**src/rtl/adc_pkg.sv**
```systemverilog
// Shared types and constants for the ADC ring-buffer sequencer.
package adc_pkg;

    typedef enum logic [1:0] {
        IDLE      = 2'd0,
        WAIT_TICK = 2'd1,
        FETCH     = 2'd2,
        WRITE     = 2'd3
    } adc_state_t;

    localparam logic [3:0] BRAM_WE_ALL = 4'b1111;

endpackage

```
**src/rtl/adc_sample_timer.sv**
```systemverilog
// Down-counting sample-period timer: load sets the count, tick fires at zero and reloads.
module adc_sample_timer #(
    parameter int DIV_BITS = 16
) (
    input  logic                clk,
    input  logic                reset,
    input  logic                load,
    input  logic                run,
    input  logic [DIV_BITS-1:0] period,
    output logic                tick
);

    logic [DIV_BITS-1:0] cnt;

    assign tick = run && (cnt == '0);

    always_ff @(posedge clk) begin
        if (!reset) begin
            cnt <= '0;
        end else if (load || tick) begin
            cnt <= period;
        end else if (run) begin
            cnt <= cnt - DIV_BITS'(1);
        end
    end

endmodule

```
**src/rtl/adc_buffer_sequencer.sv**
```systemverilog
// Paces ADC samples from a valid/ready source into a BRAM ring buffer,
// tracking producer index, sample count and sticky overrun/late flags.
module adc_buffer_sequencer
    import adc_pkg::*;
#(
    parameter int ADC_BITS       = 10,
    parameter int BRAM_ADDR_BITS = 32,
    parameter int DIV_BITS       = 16
) (
    input  logic                      clk,
    input  logic                      reset,
    input  logic                      enable_i,
    input  logic                      clear_i,
    input  logic [DIV_BITS-1:0]       period_i,
    input  logic                      sample_valid_i,
    input  logic [31:0]               sample_data_i,
    output logic                      sample_ready_o,
    output logic [BRAM_ADDR_BITS-1:0] bram_addr_o,
    output logic [31:0]               bram_din_o,
    output logic                      bram_en_o,
    output logic [3:0]                bram_we_o,
    output logic [ADC_BITS-1:0]       ADC_buffer_prod_out,
    input  logic [ADC_BITS-1:0]       ADC_buffer_cons_in,
    output logic                      overrun_o,
    output logic                      late_o,
    output logic [31:0]               sample_count_o
);

    adc_state_t          state, state_nxt;
    logic [31:0]         data_q;
    logic [ADC_BITS-1:0] prod_inc;
    logic                full;
    logic                tick;
    logic                timer_load;
    logic                handshake;

    assign prod_inc   = ADC_buffer_prod_out + ADC_BITS'(1);
    assign full       = (prod_inc == ADC_buffer_cons_in);
    assign timer_load = (state == IDLE) && enable_i;
    assign handshake  = sample_ready_o && sample_valid_i;

    adc_sample_timer #(.DIV_BITS(DIV_BITS)) u_timer (
        .clk    (clk),
        .reset  (reset),
        .load   (timer_load),
        .run    (state != IDLE),
        .period (period_i),
        .tick   (tick)
    );

    always_ff @(posedge clk) begin
        if (!reset || clear_i) begin
            state <= IDLE;
        end else begin
            state <= state_nxt;
        end
    end

    always_comb begin
        state_nxt = state;
        case (state)
            IDLE:      if (enable_i) state_nxt = WAIT_TICK;
            WAIT_TICK: begin
                if (!enable_i)  state_nxt = IDLE;
                else if (tick)  state_nxt = FETCH;
            end
            FETCH: begin
                if (!enable_i)          state_nxt = IDLE;
                else if (sample_valid_i) state_nxt = WRITE;
            end
            WRITE:     state_nxt = enable_i ? WAIT_TICK : IDLE;
            default:   state_nxt = IDLE;
        endcase
    end

    // Ready and write strobes are masked by reset/clear so a same-cycle
    // reset or clear can never complete a handshake or BRAM write.
    always_comb begin
        sample_ready_o = 1'b0;
        bram_en_o      = 1'b0;
        bram_we_o      = 4'b0000;
        bram_addr_o    = '0;
        bram_din_o     = '0;
        if (reset && !clear_i) begin
            if (state == FETCH && enable_i) begin
                sample_ready_o = 1'b1;
            end
            if (state == WRITE && !full) begin
                bram_en_o   = 1'b1;
                bram_we_o   = BRAM_WE_ALL;
                bram_addr_o = BRAM_ADDR_BITS'({ADC_buffer_prod_out, 2'b00});
                bram_din_o  = data_q;
            end
        end
    end

    always_ff @(posedge clk) begin
        if (!reset) begin
            ADC_buffer_prod_out <= '0;
            sample_count_o      <= '0;
            overrun_o           <= 1'b0;
            late_o              <= 1'b0;
            data_q              <= '0;
        end else if (clear_i) begin
            ADC_buffer_prod_out <= '0;
            sample_count_o      <= '0;
            overrun_o           <= 1'b0;
            late_o              <= 1'b0;
        end else begin
            if (state == FETCH && enable_i) begin
                if (handshake) data_q <= sample_data_i;
                else if (tick) late_o <= 1'b1;
            end
            if (state == WRITE) begin
                if (full) begin
                    overrun_o <= 1'b1;
                end else begin
                    ADC_buffer_prod_out <= prod_inc;
                    sample_count_o      <= sample_count_o + 32'd1;
                end
            end
        end
    end

endmodule

```
**config.mk**
```make
export PLATFORM = sky130hd
export DESIGN_NAME = adc_buffer_sequencer
export DESIGN_NICKNAME = d
export VERILOG_FILES = /design/src/rtl/adc_pkg.sv /design/src/rtl/adc_sample_timer.sv /design/src/rtl/adc_buffer_sequencer.sv
export SDC_FILE = /design/constraint.sdc
export NUM_CORES = 1
export LEC_CHECK = 0
export BUFFER_PORTS_ARGS = -buffer_cell sky130_fd_sc_hd__buf_4
export CAP_MARGIN = 25
export CELL_PAD_IN_SITES_DETAIL_PLACEMENT = 0
export CELL_PAD_IN_SITES_GLOBAL_PLACEMENT = 1
export CORE_AREA = 2 2 119 121
export DETAILED_ROUTE_END_ITERATION = 6
export DIE_AREA = 0 0 121 123
export PLACE_DENSITY = 0.94
export SYNTH_ARGS = -nofsm -noshare
export SYNTH_HDL_FRONTEND = slang
export SYNTH_SLANG_ARGS = --single-unit
```
**constraint.sdc**
```tcl
create_clock -name clk -period 7.4 [get_ports clk]
set_input_delay 0.37 -clock clk [delete_from_list [all_inputs] [get_ports clk]]
set_output_delay 0.37 -clock clk [all_outputs]
set_load 0.05 [all_outputs]
```
==> impl_metrics.toml <==
[outcome]
status = "completed"

[hold_path]
holdPathStages = 3
hold_class = "input pin to flip-flop"

[global_routing]
grt_usage_pct = 19.4
grt_pass1_wl_mm = 23.2
grt_pass1_vias = 4616
grt_max_degree = 51
antenna_found_initial = 0
grt_overflow = 0

[sta]
final.setup_skew_ns = 0.00505
final_hold_viol_count = 0
max-slew-margin-rel_pct = 36.0
max_freq_mhz = 242
fin_crit_sh_pct = 55.7
setup-violations-final = 0
rsz0062_at_grt = "false"
timing.hold.ws_ns = 0.282
fin_crit_ns = 4.12
tightest_slew_ns = 0.959
slew_violations = 0
final.setup.tns_ns = 0

[drt]
wl_mm = 14.4
drc = 0
vias = 5125
vias_per_cell = 5.22
firstDrtPassIters = 4
wl_per_cell_um = 14.7
drtAntennaViolNets = 0
drtIter0Drc = 415

[logic_synthesis]
synth_top_cell_by_area = "dfxtp_1"
synth-edff-count = 0
synth.top_cell.area_share_pct = 36.1
syn_area_per_cell_um2 = 7.73
synth_ff_type = "dfxtp_1"
yosysWarnings = 0
postSynthCellCount = 675
synth_area_leaders = "dfxtp_1 (36%), nand2_1 (7.3%), a21boi_0 (5.2%)"
ys_ff_latch = 94
ys_async_sr_fraction_pct = 0
synth_common_cells = "nand2_1 (101), dfxtp_1 (94), a21oi_1 (49), and3_1 (43), o21ai_0 (43)"
seq_area_frac_synth_pct = 36.1
syn-cell-area_um2 = 5220
yosysMostFrequentCell = "nand2_1"
synth.distinct_cells = 56

[floorplan]
fp.dieW_um = 121
start_util_pct = 38.3
io_pins = 177
die_h_um = 123
core_um2 = 13600
die_area_um2 = 14900
fp-row-count = 43

[placed_design]
port_buffers = 154
gp_congestion = 0.783
place_hpwl_mm = 10.2

[cts]
tritoncts = "built"
clock_path_buffers = 2
clock_sinks = 94
h-tree-depth = 3
clock_latency_ns = 0.34
holdBufCountCts = 0
clk_pin_slew_ns = 0.06
post_cts_buffers = 0
cts_buffers = 9
cts_root_buffer = "clkbuf_16"
ctsResizeCount = 0

[layout]
utilization_pct = 49.0
fin_nets = 863
drive_above_1_share_pct = 23.2
area_delta_synth_final_pct = 27.8
num_antenna_cells = 0
num-fill-cells = 1363

[setup_path]
critical_path_arrival_ns = 3.75
crit_path_end_kind = "primary output"
required_ns = 7.03
rr_worst_depth = 9
start_kind = "flip-flop"
crit_type = "flip-flop to primary output"
critPathMaxFanout = 25

[job]
max_cap_viol_count = 0

[power]
ir_drop_mv = 0.154
power.density_nw_per_um2 = 171
leakagePower_uw = 0.00264
[cell families after synthesis]
family | after synthesis | share of synthesized area [%]
simple gates | 293 | 29.1
compound gates | 183 | 22.8
flops | 94 | 36.1
buf+inv | 86 | 8.61
xor+xnor | 14 | 2.35
fa+ha+maj | 4 | 0.959
other cells | 1 | 0.0719
[flip-flops by register name, indices dropped and copies added (netlist names)]
signal,flops
sample_count_o,32
overrun_o,1
ADC_buffer_prod_out,10
u_timer.cnt,16
late_o,1
data_q,32
state,2
[layer usage]
metal	vias to the layer above	GRT usage, %	share of wire, %
met4	0	3.49	0.78
met1	2326	25.8	43
met5	-	0	0
met2	170	32.1	48
li1	2622	-	-
met3	7	4.89	7.8
[critical path, cell delays in order, from the launching register on]
cell	delay (ns)
dfxtp_1	0.53
ha_1	0.41
nand2_1	0.16
or3_1	0.37
a221oi_1	0.39
o2111ai_2	0.26
o21a_1	0.54
buf_4	0.35
and3_1	0.21
buf_4	0.18
[cell usage in the layout, fill, tap and decap left out, drive strengths merged, types with 5 or more instances in the layout]
cell	instances
xnor2	10
o211ai	5
nor2	28
nand2b	6
o31ai	13
nor2b	6
buf	161
nor3	17
nand3	18
a21oi	49
or3	23
and3	44
clkbuf	12
nand4	10
or4	12
inv	14
dfxtp	94
a21boi	36
conb	22
and2	12
o21ai	44
nand2	101
and4	5
[final cells by class]
type	instances	area (um2)	area share, %
Sequential cell	94	1880	28.2
Clock buffer	12	246	3.70
Clock inverter	4	70.1	1.05
Tap cell	180	225	3.38
Inverter	14	52.6	0.788
Multi-Input combinational cell	516	2990	44.8
Timing Repair Buffer	161	1210	18.1
[final timing paths]
kind | to | slack, ns | from
min | data_q[11] | 0.28 | sample_data_i[11]
min reg2reg | data_q[14] | 0.46 | data_q[14]
max | bram_din_o[30] | 3.28 | ADC_buffer_prod_out[0]
max reg2reg | ADC_buffer_prod_out[2] | 3.95 | ADC_buffer_prod_out[0]
[where the power goes]
group,internal (uW),switching (uW)
Clock,304,192
Combinational,45.9,76.8
Sequential,513,7.41
Total,863,276
[stage by stage]
step / cells / total power, uW / setup WS, ns / area, um2
after floorplan: 696 / 618 / 3.59 / 5300
final: 981 / 1140 / 3.28 / 6670
after detailed placement: 965 / 654 / 3.64 / 6350
after global routing: 981 / 1190 / 2.99 / 6670
after global placement: 965 / 653 / 3.73 / 6350
after CTS: 981 / 1150 / 3.26 / 6670
Note: power is estimated with default switching activity, not from simulation.
